[src/rtl/fp_mul_normalize.sv]
// Floating-point multiply back end: normalizes a 24x24 mantissa product,
// rounds to nearest even and packs an IEEE-754 single-precision result.
//
// Two register stages, S1 (normalize) and S2 (round/pack; S2 drives the
// outputs directly).
// Handshake: a transfer happens on a rising edge where valid and ready are
// both high. A producer holds its data stable while valid is high and ready
// is low. out_valid never depends combinationally on out_ready. in_ready is
// a combinational function of stage occupancy and out_ready.
module fp_mul_normalize (
  input  logic        clk,
  input  logic        rst_n,
  input  logic        in_valid,
  output logic        in_ready,
  input  logic [47:0] prod,
  input  logic [9:0]  exp_sum,
  input  logic        sign,
  input  logic [1:0]  special,
  output logic        out_valid,
  input  logic        out_ready,
  output logic [31:0] result,
  output logic [2:0]  flags
);

  localparam logic [1:0] SP_NORMAL = 2'b00;
  localparam logic [1:0] SP_ZERO   = 2'b01;
  localparam logic [1:0] SP_INF    = 2'b10;
  localparam logic [1:0] SP_NAN    = 2'b11;

  // Pipeline occupancy and advance conditions
  logic s1_valid;
  logic s1_advance;
  logic s2_advance;

  assign s2_advance = !out_valid | out_ready;
  assign s1_advance = !s1_valid | s2_advance;
  // Gated by rst_n so the block refuses input while held in reset.
  assign in_ready   = rst_n & (!s1_valid | s1_advance);

  // S1 normalize (combinational front)
  logic signed [10:0] exp_ext;
  logic signed [10:0] n_exp;
  logic [22:0]        n_mant;
  logic               n_g;
  logic               n_st;
  logic               n_low;

  assign exp_ext = {exp_sum[9], exp_sum};

  // Pick the mantissa window based on whether the product is in [2,4) or [1,2)
  always_comb begin
    n_exp  = exp_ext;
    n_mant = prod[45:23];
    n_g    = prod[22];
    n_st   = |prod[21:0];
    if (prod[47]) begin
      n_exp  = exp_ext + 11'sd1;
      n_mant = prod[46:24];
      n_g    = prod[23];
      n_st   = |prod[22:0];
    end
  end

  // A product below 1.0 means the operand was not normalized; flushed later.
  assign n_low = (prod[47:46] == 2'b00);

  // S1 registers
  logic               s1_sign;
  logic [1:0]         s1_special;
  logic               s1_low;
  logic [22:0]        s1_mant;
  logic               s1_g;
  logic               s1_st;
  logic signed [10:0] s1_exp;

  // S1 register: capture the normalized fields whenever the stage advances
  always_ff @(posedge clk or negedge rst_n) begin
    if (!rst_n) begin
      s1_valid   <= 1'b0;
      s1_sign    <= 1'b0;
      s1_special <= SP_NORMAL;
      s1_low     <= 1'b0;
      s1_mant    <= 23'd0;
      s1_g       <= 1'b0;
      s1_st      <= 1'b0;
      s1_exp     <= 11'sd0;
    end else if (s1_advance) begin
      s1_valid <= in_valid;
      if (in_valid) begin
        s1_sign    <= sign;
        s1_special <= special;
        s1_low     <= n_low;
        s1_mant    <= n_mant;
        s1_g       <= n_g;
        s1_st      <= n_st;
        s1_exp     <= n_exp;
      end
    end
  end

  // S2 round to nearest even and pack (combinational front)
  logic               round_inc;
  logic [23:0]        mant_sum;
  logic [22:0]        r_mant;
  logic signed [10:0] r_exp;
  logic               inexact;
  logic [31:0]        n_result;
  logic [2:0]         n_flags;

  assign round_inc = s1_g & (s1_st | s1_mant[0]);
  assign mant_sum  = {1'b0, s1_mant} + {23'd0, round_inc};
  // Carry out of the mantissa means it rolled over to 1.0 of the next binade.
  assign r_mant    = mant_sum[23] ? 23'd0 : mant_sum[22:0];
  assign r_exp     = s1_exp + $signed({10'd0, mant_sum[23]});
  assign inexact   = s1_g | s1_st;

  // Select the packed word and flags: specials first, then range checks
  always_comb begin
    n_result = {s1_sign, r_exp[7:0], r_mant};
    n_flags  = {2'b00, inexact};
    case (s1_special)
      SP_ZERO: begin
        n_result = {s1_sign, 31'h0};
        n_flags  = 3'b000;
      end
      SP_INF: begin
        n_result = {s1_sign, 8'hFF, 23'h0};
        n_flags  = 3'b000;
      end
      SP_NAN: begin
        n_result = 32'h7FC0_0000;
        n_flags  = 3'b000;
      end
      default: begin
        if (s1_low) begin
          n_result = {s1_sign, 31'h0};
          n_flags  = 3'b010;
        end else if (r_exp >= 11'sd255) begin
          n_result = {s1_sign, 8'hFF, 23'h0};
          n_flags  = 3'b101;
        end else if (r_exp <= 11'sd0) begin
          n_result = {s1_sign, 31'h0};
          n_flags  = 3'b011;
        end
      end
    endcase
  end

  // S2 register: drives the outputs; holds while downstream stalls
  always_ff @(posedge clk or negedge rst_n) begin
    if (!rst_n) begin
      out_valid <= 1'b0;
      result    <= 32'h0;
      flags     <= 3'b000;
    end else if (s2_advance) begin
      out_valid <= s1_valid;
      if (s1_valid) begin
        result <= n_result;
        flags  <= n_flags;
      end
    end
  end

endmodule

[config.mk]
export PLATFORM = sky130hd
export DESIGN_NAME = fp_mul_normalize
export DESIGN_NICKNAME = d
export VERILOG_FILES = /design/src/rtl/fp_mul_normalize.sv
export SDC_FILE = /design/constraint.sdc
export NUM_CORES = 1
export LEC_CHECK = 0
export CAP_MARGIN = 40
export CORE_ASPECT_RATIO = 1.25
export CORE_MARGIN = 4
export CORE_UTILIZATION = 35
export DETAILED_ROUTE_END_ITERATION = 7
export HOLD_SLACK_MARGIN = 0.15
export PLACE_DENSITY = 0.6
export SLEW_MARGIN = 20
export SYNTH_ARGS = -nofsm -noshare
export SYNTH_HDL_FRONTEND = slang
export SYNTH_SLANG_ARGS = --single-unit
[constraint.sdc]
create_clock -name clk -period 3.4 [get_ports clk]
set_input_delay 0.51 -clock clk [delete_from_list [all_inputs] [get_ports clk]]
set_output_delay 0.51 -clock clk [all_outputs]
set_load 0.1 [all_outputs]
==> impl_metrics.toml <==
[logic_synthesis]
synth_top_cell_by_area = "dfrtp_1"
synthDistinctLibCells = 50
ys_ff_latch = 77
ys_top_cells_by_area = "dfrtp_1, nand2_1, mux2i_1"
synth_edf_count = 0
ys.flop_type = "dfrtp_1"
synth_most_common_cell = "nand2_1"
syn-cell-area_mm2 = 0.00421
ys_seq_area_frac = 0.457
synth.top_cell.area_share = 0.457
synthXorXnorAreaFrac = 0.0748
ys_top_cells_by_count = "nand2_1, dfrtp_1, o21ai_0"
synth-compound-area-share = 0.160
synthAdderAreaFrac = 0.0178
synth_top_family_by_area = "simple AND/OR/NAND/NOR gates"
ys_warn_count = 0
synth_mux_area_frac = 0.0674
synth_area_per_cell_um2 = 9.41
synth_cells = 448
synth.net_count = 519
async_flop_share = 1.00
synth-simple-area-share = 0.191

[sta]
finalHoldWorstSlack_ns = 0.476
slew_headroom = 0.568
finalHoldViolCount = 0
slew_viol_final = 0
post-route-min-period_ns = 3.23
finalSetupViolCount = 0
fin_crit_sh = 0.951
skew_ns = 0.00908
fmax_mhz = 309
tightest_slew_ns = 0.645

[setup_path]
endpoint_kind = "flip-flop"
slowest_stage = "dfrtp_1"
critical_path_peak_fanout = 5
cp.buffers_inverters = 3
path_cells = "o21a_1 -> ha_2 -> and4_4 -> nand4_1 -> nor4_2 -> buf_4 -> ha_1 -> ha_2 -> buf_4 -> a211o_1 -> a211oi_2 -> o221ai_4 -> nand4bb_4 -> clkbuf_16 -> o21ai_2"
arrival_ns = 3.46
critPathKind = "flip-flop to flip-flop"
cpPeakStageDelay_ns = 0.40
cp-start-kind = "flip-flop"
critPathTopFamily = "compound AO/OA/AOI/OAI gates"
cp.required_ns = 3.63

[clock_tree]
cts_tree = "yes"
clk_pin_slew_ns = 0.06
clockBufferDepth = 2
clk_latency_ns = 0.34
clock_sinks = 77
cts_made_buffers = 9
htree_levels = 3
cts_root_buffer = "clkbuf_16"

[routing]
wl_um = 10800
drtAntennaViolNets = 0
dr_total_vias = 3725
drtPass1Iterations = 4
wire_per_inst_um = 14.2
drt_iter0_drc = 117
drc = 0
vias_per_cell = 4.92

[global_routing]
grt_overflow = 0
grt_pass1_vias = 3773
grt_max_degree = 45
antenna_found_initial = 0
grt_use_total = 0.158
grt_first_pass_wirelength_um = 17500

[place]
placed_area_mm2 = 0.00598
port_buffers = 101
gp_congestion = 0.900
placed_cells = 737
hpwlAfterDp_um = 8210

[floorplanning]
start_util = 0.359
design.core.area_mm2 = 0.0117
design.die.area_mm2 = 0.0139
ios = 102
die_w_um = 106
rows = 44
die-height_um = 131

[layout]
seq_area_mm2 = 0.00193
multiInputGateArea_mm2 = 0.00222
nFillCells = 1083
final_cell_count_no_fill = 757
diodes = 0
stdcell_area_mm2 = 0.00642
nets = 662
syn_to_final_growth_pct = 52.3
layout-drive-gt1-share = 0.171

[power_and_ir_drop]
ir_drop_mv = 0.244
leakage_uw = 0.00263
powerDensity_mw_per_mm2 = 507

[status]
outcome = "completed"

[run]
maxCapViolCount = 0

[min_path]
hold_path_class = "flip-flop to flip-flop"
==> worst min-delay path: cells and delay by family (launching register included) <==
kind	cells	cell delay (ns)
AO/OA/AOI/OAI	1	0.05
flip-flops	1	0.34
AND/OR/NAND/NOR	1	0.06
==> path summary, 6_finish.rpt <==
path	cells after the start	end	startpoint	slack (ns)
max	15	result[10]	s1_st	0.17
min	2	result[7]	result[7]	0.48
max reg2reg	15	result[10]	s1_st	0.17
min reg2reg	2	result[7]	result[7]	0.48
max in group asynchronous	3	result[13]	rst_n	1.81
min in group asynchronous	2	s1_exp[9]	rst_n	0.67
==> power breakdown <==
part	total [uW]	switching, uW	internal (uW)
combinational	1070	640	434
clock	1010	366	645
sequential	1170	135	1030
==> final cells by class <==
cell class	instances	share of cell area
Clock buffer	11	0.0363
Clock inverter	5	0.0131
Inverter	8	0.00468
Multi-Input combinational cell	341	0.347
Sequential cell	77	0.300
Tap cell	161	0.0314
Timing Repair Buffer	154	0.268
==> flip-flops by register name, summed over array words and instances (netlist names) <==
name / cells
flags: 3
s1_st: 1
s1_exp: 11
s1_g: 1
s1_valid: 1
s1_low: 1
out_valid: 1
s1_sign: 1
result: 32
s1_mant: 23
s1_special: 2
==> metal layers <==
metal | vias to the layer above | track usage | wire (um)
met5 | - | 0 | 0
met4 | 0 | 0.0617 | 189
met3 | 13 | 0.0423 | 584
met2 | 106 | 0.276 | 5430
met1 | 1740 | 0.187 | 4550
li1 | 1866 | - | -
==> metrics by stage <==
stage           TNS, ns  setup WS [ns]  utilization  total power (uW)
2_1_floorplan         0          0.247            -              1780
4_1_cts               0         0.0279        0.538              3270
3_3_place_gp          0          0.159        0.463              2080
5_1_grt        -0.00459       -0.00459        0.547              3410
3_5_place_dp          0         0.0353        0.510              2250
6_report              0          0.167        0.547              3250
==> cells in the final DEF (no fill, tap or decap), types with 2 or more instances in the layout <==
| cell type | netlist | routed |
|---|---|---|
| ha_1 | 6 | 4 |
| nor2_1 | 16 | 16 |
| buf_4 | 0 | 15 |
| ha_2 | 0 | 2 |
| clkdlybuf4s50_1 | 0 | 98 |
| o21ai_2 | 11 | 10 |
| or3_1 | 3 | 3 |
| o21ai_1 | 10 | 11 |
| mux2_2 | 3 | 3 |
| mux2i_1 | 25 | 25 |
| nor4_1 | 8 | 7 |
| dfrtp_1 | 77 | 77 |
| clkinvlp_4 | 0 | 2 |
| a21boi_0 | 2 | 2 |
| nand3_1 | 10 | 10 |
| and3_1 | 4 | 4 |
| xnor2_1 | 21 | 21 |
| nand2_1 | 85 | 84 |
| a211oi_2 | 0 | 2 |
| and4_4 | 1 | 2 |
| nand2b_1 | 5 | 5 |
| nor3_1 | 10 | 10 |
| inv_1 | 8 | 8 |
| clkbuf_16 | 0 | 10 |
| o21ai_0 | 49 | 48 |
| buf_8 | 0 | 35 |
| clkbuf_1 | 14 | 2 |
| a21oi_1 | 16 | 16 |
| xor2_1 | 15 | 15 |
| nand4_1 | 11 | 11 |
| bufinv_16 | 0 | 2 |
| o21a_1 | 2 | 2 |
| and4_1 | 3 | 2 |
==> cells by family (layout without fill, tap and decap cells) <==
| logic type | Yosys count | count (layout) |
|---|---|---|
| AND/OR/NAND/NOR | 164 | 165 |
| AO/OA/AOI/OAI | 106 | 106 |
| flip-flops | 77 | 77 |
| XOR/XNOR | 36 | 36 |
| buffers and inverters | 31 | 178 |
| multiplexers | 28 | 28 |
| adder cells (fa/ha/maj) | 6 | 6 |
==> repair_timing <==
action                                  in CTS  in global routing
hold buffers                                 1                  0
buffers inserted                             0                  1
endpoints found under the hold margin       33                  0
resized for setup                            0                 13
endpoints found under the setup margin       0                 33
(Power assumes the default switching activity.)
